===== src/rtl/alu_uart_if.sv =====
// alu_uart_if: serial command sequencer in front of the 8-bit ALU.
// It collects three UART bytes (A, B, opcode) and drives them to the ALU
// as registered values. It then transmits the ALU result, followed by the
// flags byte when ALU_UART_FLAGS_EN is defined. If the link stalls in the
// middle of a frame, an inter-byte timeout resynchronises the sequencer.
// Build option: `define ALU_UART_FLAGS_EN to send the flags byte after the result.
module alu_uart_if #(
    parameter int W       = 8,
    parameter int WOP     = 6,
    parameter int TIMEOUT = 100000
) (
    input  logic           clk_i,
    input  logic           rst_ni,
    input  logic [W-1:0]   rx_data_i,
    input  logic           rx_done_i,
    output logic [W-1:0]   tx_data_o,
    output logic           tx_start_o,
    input  logic           tx_done_i,
    output logic [W-1:0]   alu_a_o,
    output logic [W-1:0]   alu_b_o,
    output logic [WOP-1:0] alu_op_o,
    input  logic [W-1:0]   alu_y_i,
    input  logic [4:0]     alu_flags_i,
    output logic           busy_o,
    output logic           frame_err_o
);

    localparam int            CW      = $clog2(TIMEOUT);
    localparam logic [CW-1:0] CNT_MAX = CW'(TIMEOUT - 1);

    typedef enum logic [2:0] {
        S_WAIT_A,
        S_WAIT_B,
        S_WAIT_OP,
        S_EXEC,
        S_SEND_Y,
`ifdef ALU_UART_FLAGS_EN
        S_WAIT_Y,
        S_SEND_F,
        S_WAIT_F
`else
        S_WAIT_Y
`endif
    } state_e;

    state_e          state_q, state_d;
    logic [W-1:0]    a_q, a_d, b_q, b_d;
    logic [WOP-1:0]  op_q, op_d;
    // tx_data_q also acts as the captured result register.
    logic [W-1:0]    tx_data_q, tx_data_d;
    logic            busy_q, busy_d;
    logic            fe_q, fe_d;
    logic [CW-1:0]   cnt_q, cnt_d;
`ifdef ALU_UART_FLAGS_EN
    logic [4:0]      flg_q, flg_d;
`else
    logic            unused_flags;
    assign unused_flags = ^alu_flags_i;
`endif

    // Next-state and datapath update for the frame sequencer
    always_comb begin
        state_d   = state_q;
        a_d       = a_q;
        b_d       = b_q;
        op_d      = op_q;
        tx_data_d = tx_data_q;
        busy_d    = busy_q;
        fe_d      = 1'b0;
        cnt_d     = cnt_q;
`ifdef ALU_UART_FLAGS_EN
        flg_d     = flg_q;
`endif
        case (state_q)
            S_WAIT_A: begin
                cnt_d = '0;
                if (rx_done_i) begin
                    a_d     = rx_data_i;
                    state_d = S_WAIT_B;
                end
            end
            S_WAIT_B, S_WAIT_OP: begin
                if (rx_done_i) begin
                    // A byte arriving on the expiry cycle still wins.
                    cnt_d = '0;
                    if (state_q == S_WAIT_B) begin
                        b_d     = rx_data_i;
                        state_d = S_WAIT_OP;
                    end else begin
                        op_d    = rx_data_i[WOP-1:0];
                        busy_d  = 1'b1;
                        state_d = S_EXEC;
                    end
                end else if (cnt_q == CNT_MAX) begin
                    // Partial operands are kept; only the frame position resets.
                    cnt_d   = '0;
                    fe_d    = 1'b1;
                    state_d = S_WAIT_A;
                end else begin
                    cnt_d = cnt_q + CW'(1);
                end
            end
            S_EXEC: begin
                tx_data_d = alu_y_i;
`ifdef ALU_UART_FLAGS_EN
                flg_d     = alu_flags_i;
`endif
                state_d   = S_SEND_Y;
            end
            S_SEND_Y: begin
                state_d = S_WAIT_Y;
            end
            S_WAIT_Y: begin
                if (tx_done_i) begin
`ifdef ALU_UART_FLAGS_EN
                    tx_data_d = {{(W-5){1'b0}}, flg_q};
                    state_d   = S_SEND_F;
`else
                    busy_d    = 1'b0;
                    state_d   = S_WAIT_A;
`endif
                end
            end
`ifdef ALU_UART_FLAGS_EN
            S_SEND_F: begin
                state_d = S_WAIT_F;
            end
            S_WAIT_F: begin
                if (tx_done_i) begin
                    busy_d  = 1'b0;
                    state_d = S_WAIT_A;
                end
            end
`endif
            default: begin
                state_d = S_WAIT_A;
            end
        endcase
    end

    // State and datapath registers; reset aborts any frame or transmission
    always_ff @(posedge clk_i or negedge rst_ni) begin
        if (!rst_ni) begin
            state_q   <= S_WAIT_A;
            a_q       <= '0;
            b_q       <= '0;
            op_q      <= '0;
            tx_data_q <= '0;
            busy_q    <= 1'b0;
            fe_q      <= 1'b0;
            cnt_q     <= '0;
`ifdef ALU_UART_FLAGS_EN
            flg_q     <= '0;
`endif
        end else begin
            state_q   <= state_d;
            a_q       <= a_d;
            b_q       <= b_d;
            op_q      <= op_d;
            tx_data_q <= tx_data_d;
            busy_q    <= busy_d;
            fe_q      <= fe_d;
            cnt_q     <= cnt_d;
`ifdef ALU_UART_FLAGS_EN
            flg_q     <= flg_d;
`endif
        end
    end

    // Each send state lasts exactly one cycle, so tx_start is a single-cycle strobe.
`ifdef ALU_UART_FLAGS_EN
    assign tx_start_o  = (state_q == S_SEND_Y) || (state_q == S_SEND_F);
`else
    assign tx_start_o  = (state_q == S_SEND_Y);
`endif
    assign tx_data_o   = tx_data_q;
    assign alu_a_o     = a_q;
    assign alu_b_o     = b_q;
    assign alu_op_o    = op_q;
    assign busy_o      = busy_q;
    assign frame_err_o = fe_q;

endmodule


===== config.mk =====
export PLATFORM = sky130hd
export DESIGN_NAME = alu_uart_if
export DESIGN_NICKNAME = d
export VERILOG_FILES = /design/src/rtl/alu_uart_if.sv
export SDC_FILE = /design/constraint.sdc
export NUM_CORES = 1
export LEC_CHECK = 0
export CORE_MARGIN = 4
export CORE_UTILIZATION = 41
export DETAILED_ROUTE_END_ITERATION = 7
export PLACE_DENSITY = 0.68
export SLEW_MARGIN = 20
export SYNTH_ARGS = -nofsm -noshare
export SYNTH_HDL_FRONTEND = slang
export SYNTH_SLANG_ARGS = --single-unit

===== constraint.sdc =====
create_clock -name clk_i -period 2.2 [get_ports clk_i]
set_input_delay 0.22 -clock clk_i [delete_from_list [all_inputs] [get_ports clk_i]]
set_output_delay 0.22 -clock clk_i [all_outputs]
set_load 0.02 [all_outputs]

==> impl_metrics.env <==
export IMPL_reg2reg_from="state_q[1]$_DFFE_PN0P_"
export IMPL_p_sw_mw=1.43
export IMPL_path_class="flip-flop to primary output"
export IMPL_cts_tree="built"
export IMPL_syn_inst=190
export IMPL_initial_core_util_pct=42.5
export IMPL_die_h_microns=83.8
export IMPL_utilization_pct=55.3
export IMPL_fill_cells=492
export IMPL_final_hold_viol_count=0
export IMPL_drive_gt1_share_pct=19.3
export IMPL_tightest_slew_ps=694
export IMPL_rsz0062_at_grt="no"
export IMPL_cp_max_fo=12
export IMPL_max_freq_mhz=496
export IMPL_maxCapViolCount=0
export IMPL_grt_pass1_wl_microns=7870
export IMPL_power_mw=3.88
export IMPL_synth_seq_area_share_pct=55.3
export IMPL_drt_iter0_drc=53
export IMPL_postRouteAntennaNets=0
export IMPL_synth_nets=216
export IMPL_wl_per_cell_microns=14.2
export IMPL_slowest_delay_ps=650
export IMPL_crit_slowest_cell="clkdlybuf4s50_1"
export IMPL_crit_buf_inv=1
export IMPL_p_seq_share_pct=39.0
export IMPL_h_tree_depth=2
export IMPL_p_clk_share_pct=13.1
export IMPL_ioPinCount=58
export IMPL_worstRegToRegCells=4
export IMPL_dpl_cell_area_sq_um=2980
export IMPL_power_density_nw_per_um2=1270
export IMPL_nNetsFinal=275
export IMPL_ir_worst_vdd_v=0.000714
export IMPL_numPortBuffers=52
export IMPL_cts_sinks=52
export IMPL_r2r_slack_ps=520
export IMPL_coreArea_sq_um=5540
export IMPL_setup_tns_ps=0
export IMPL_num_vias=1628
export IMPL_cts_buffers=5
export IMPL_drt_first_pass_iters=4
export IMPL_area_delta_synth_final_pct=30.1
export IMPL_antenna_found_initial=0
export IMPL_min_to="alu_b_o[3]$_DFFE_PN0P_"
export IMPL_end_kind="primary output"
export IMPL_p_int_mw=2.45
export IMPL_critical_path_top_delay_family="buffers and inverters"
export IMPL_min_path_type="flip-flop to flip-flop"
export IMPL_cts_buffer_depth=2
export IMPL_swShare_pct=36.9
export IMPL_post_cts_resized=0
export IMPL_arrival_ps=1800
export IMPL_period_share_pct=91.6
export IMPL_start_kind="flip-flop"
export IMPL_cp_cell_sequence="nor3b_1 -> clkdlybuf4s50_1"
export IMPL_drcViolationCount=0
export IMPL_rows=27
export IMPL_clock_skew_ps=10.7
export IMPL_overflow=0
export IMPL_cts_root_buf="clkbuf_8"
export IMPL_cts_clk_slew_worst_paths_ps=90
export IMPL_r2r_end="cnt_q[12]$_DFFE_PN0P_"
export IMPL_status="complete, no violations"
export IMPL_synth_seq_cells=52
export IMPL_via_per_inst=5.07
export IMPL_grt_use_total_pct=13.7
export IMPL_yosys_warnings=0
export IMPL_slew_headroom_pct=53.7
export IMPL_synth_distinct_cells=40
export IMPL_hp_start="alu_b_o[3]$_DFFE_PN0P_"
export IMPL_post_cts_buffers=0
export IMPL_place_congestion=0.764
export IMPL_slew_viol_final=0
export IMPL_first_global_vias=1674
export IMPL_syn_area_sq_um=2350
export IMPL_leakagePower_nw=1.26
export IMPL_regArea_sq_um=1300
export IMPL_clk_latency_ps=300
export IMPL_multi_input_area_sq_um=996
export IMPL_fin_crit_ps=2020
export IMPL_die_area_sq_um=7020
export IMPL_synth_avg_cell_area_sq_um=12.4
export IMPL_dp_hpwl_microns=3330
export IMPL_mostFrequentLayoutCell="dfrtp_1"
export IMPL_grt_max_degree=30
export IMPL_fin_area_sq_um=3060
export IMPL_combinationalPowerShare_pct=47.9
export IMPL_layout_common_cells="dfrtp_1 (52), clkdlybuf4s50_1 (51), mux2_2 (24)"
export IMPL_wirelength_microns=4570
export IMPL_worstPathRequired_ps=1980
export IMPL_die_x_microns=83.8
export IMPL_setup_viol=0
export IMPL_antennaDiodeCount=0
export IMPL_whs_path_depth=1
-- power by group through the flow --
| stage | Clock [mW] | Sequential (mW) | Combinational [mW] |
|---|---|---|---|
| 2_1_floorplan | 0 | 1.84 | 0.750 |
| 3_3_place_gp | 0 | 1.52 | 1.86 |
| 3_5_place_dp | 0 | 1.54 | 1.88 |
| 4_1_cts | 0.536 | 1.52 | 1.89 |
| 5_1_grt | 0.566 | 1.57 | 2.00 |
| 6_report | 0.507 | 1.52 | 1.86 |
-- worst max-delay path by stage --
stage / startpoint / end / slack [ps] / cells past startpoint
floorplan: cnt_q[0]$_DFFE_PN0P_ / cnt_q[14]$_DFFE_PN0P_ / 680 / 6
global placement: rx_done_i / alu_b_o[2]$_DFFE_PN0P_ / 390 / 5
detailed placement: rx_done_i / alu_b_o[7]$_DFFE_PN0P_ / 390 / 5
CTS: state_q[1]$_DFFE_PN0P_ / tx_start_o / 160 / 2
global route: state_q[1]$_DFFE_PN0P_ / tx_start_o / 40 / 2
finish: state_q[1]$_DFFE_PN0P_ / tx_start_o / 180 / 2
-- stage by stage --
step | hold slack (ps) | instances | worst slack, ps
final | 493 | 321 | 184
after global routing | 519 | 321 | 43.1
after CTS | 500 | 321 | 163
after detailed placement | 308 | 313 | 394
after global placement | 301 | 313 | 391
after floorplan | -75.6 | 190 | 679
-- routing by layer --
layer / up-vias / track usage, % / wire length, microns
met4: 0 / 3.95 / 35
met1: 796 / 17.7 / 2100
met5: - / 0 / 0
met2: 29 / 22.3 / 2210
met3: 4 / 4.34 / 223
li1: 799 / - / -
-- Yosys cell counts, drive strengths merged --
| library cell | number | area share [%] |
|---|---|---|
| a21o | 1 | 0.32 |
| a21oi | 13 | 3.4 |
| a31oi | 3 | 0.80 |
| a32o | 1 | 0.43 |
| and2 | 1 | 0.27 |
| and2b | 1 | 0.32 |
| and3 | 5 | 1.3 |
| and4 | 2 | 0.85 |
| and4bb | 2 | 1.1 |
| buf | 6 | 1.5 |
| dfrtp | 52 | 55 |
| ha | 1 | 0.53 |
| inv | 6 | 0.96 |
| mux2 | 30 | 14 |
| nand2 | 8 | 1.3 |
| nand2b | 1 | 0.37 |
| nand3 | 6 | 1.3 |
| nand3b | 1 | 0.32 |
| nand4 | 9 | 3.3 |
| nor2 | 10 | 2.2 |
| nor2b | 1 | 0.27 |
| nor3 | 1 | 0.69 |
| nor3b | 2 | 0.64 |
| nor4 | 1 | 0.27 |
| nor4b | 1 | 1.0 |
| o21ai | 9 | 1.9 |
| o22ai | 2 | 0.53 |
| or3 | 6 | 1.6 |
| xnor2 | 2 | 0.74 |
| xor2 | 6 | 2.2 |
-- state kept, by name, indices dropped and copies added, names as in the netlist --
register	flops
alu_a_o	8
alu_b_o	8
alu_op_o	6
busy_o	1
cnt_q	17
frame_err_o	1
state_q	3
tx_data_o	8
-- cells by family after synthesis --
group | Yosys count | synth area share [%]
fa+ha+maj | 1 | 0.531
compound gates | 29 | 7.39
simple gates | 58 | 17.1
xor+xnor | 8 | 2.98
buf+inv | 12 | 2.44
flops | 52 | 55.3
mux | 30 | 14.3
-- layout make-up --
class / count / area share [%]
Clock buffer: 6 / 2.37
Timing Repair Buffer: 58 / 18.8
Inverter: 6 / 0.735
Multi-Input combinational cell: 126 / 32.5
Sequential cell: 52 / 42.5
Clock inverter: 1 / 0.163
Tap cell: 72 / 2.94
-- timing repair --
| item | CTS | global route |
|---|---|---|
| endpoints found under the setup margin | 0 | 0 |
| hold buffers | 1 | 0 |
| hold endpoints to repair | 28 | 0 |
-- worst reg2reg max path, cell delays in order, from the launching register on --
cell and delay, ps:
dfrtp_1 570, a21oi_4 370, nand4_2 200, or3_1 340, a21oi_1 140
Power figures use the tool's default switching activity.
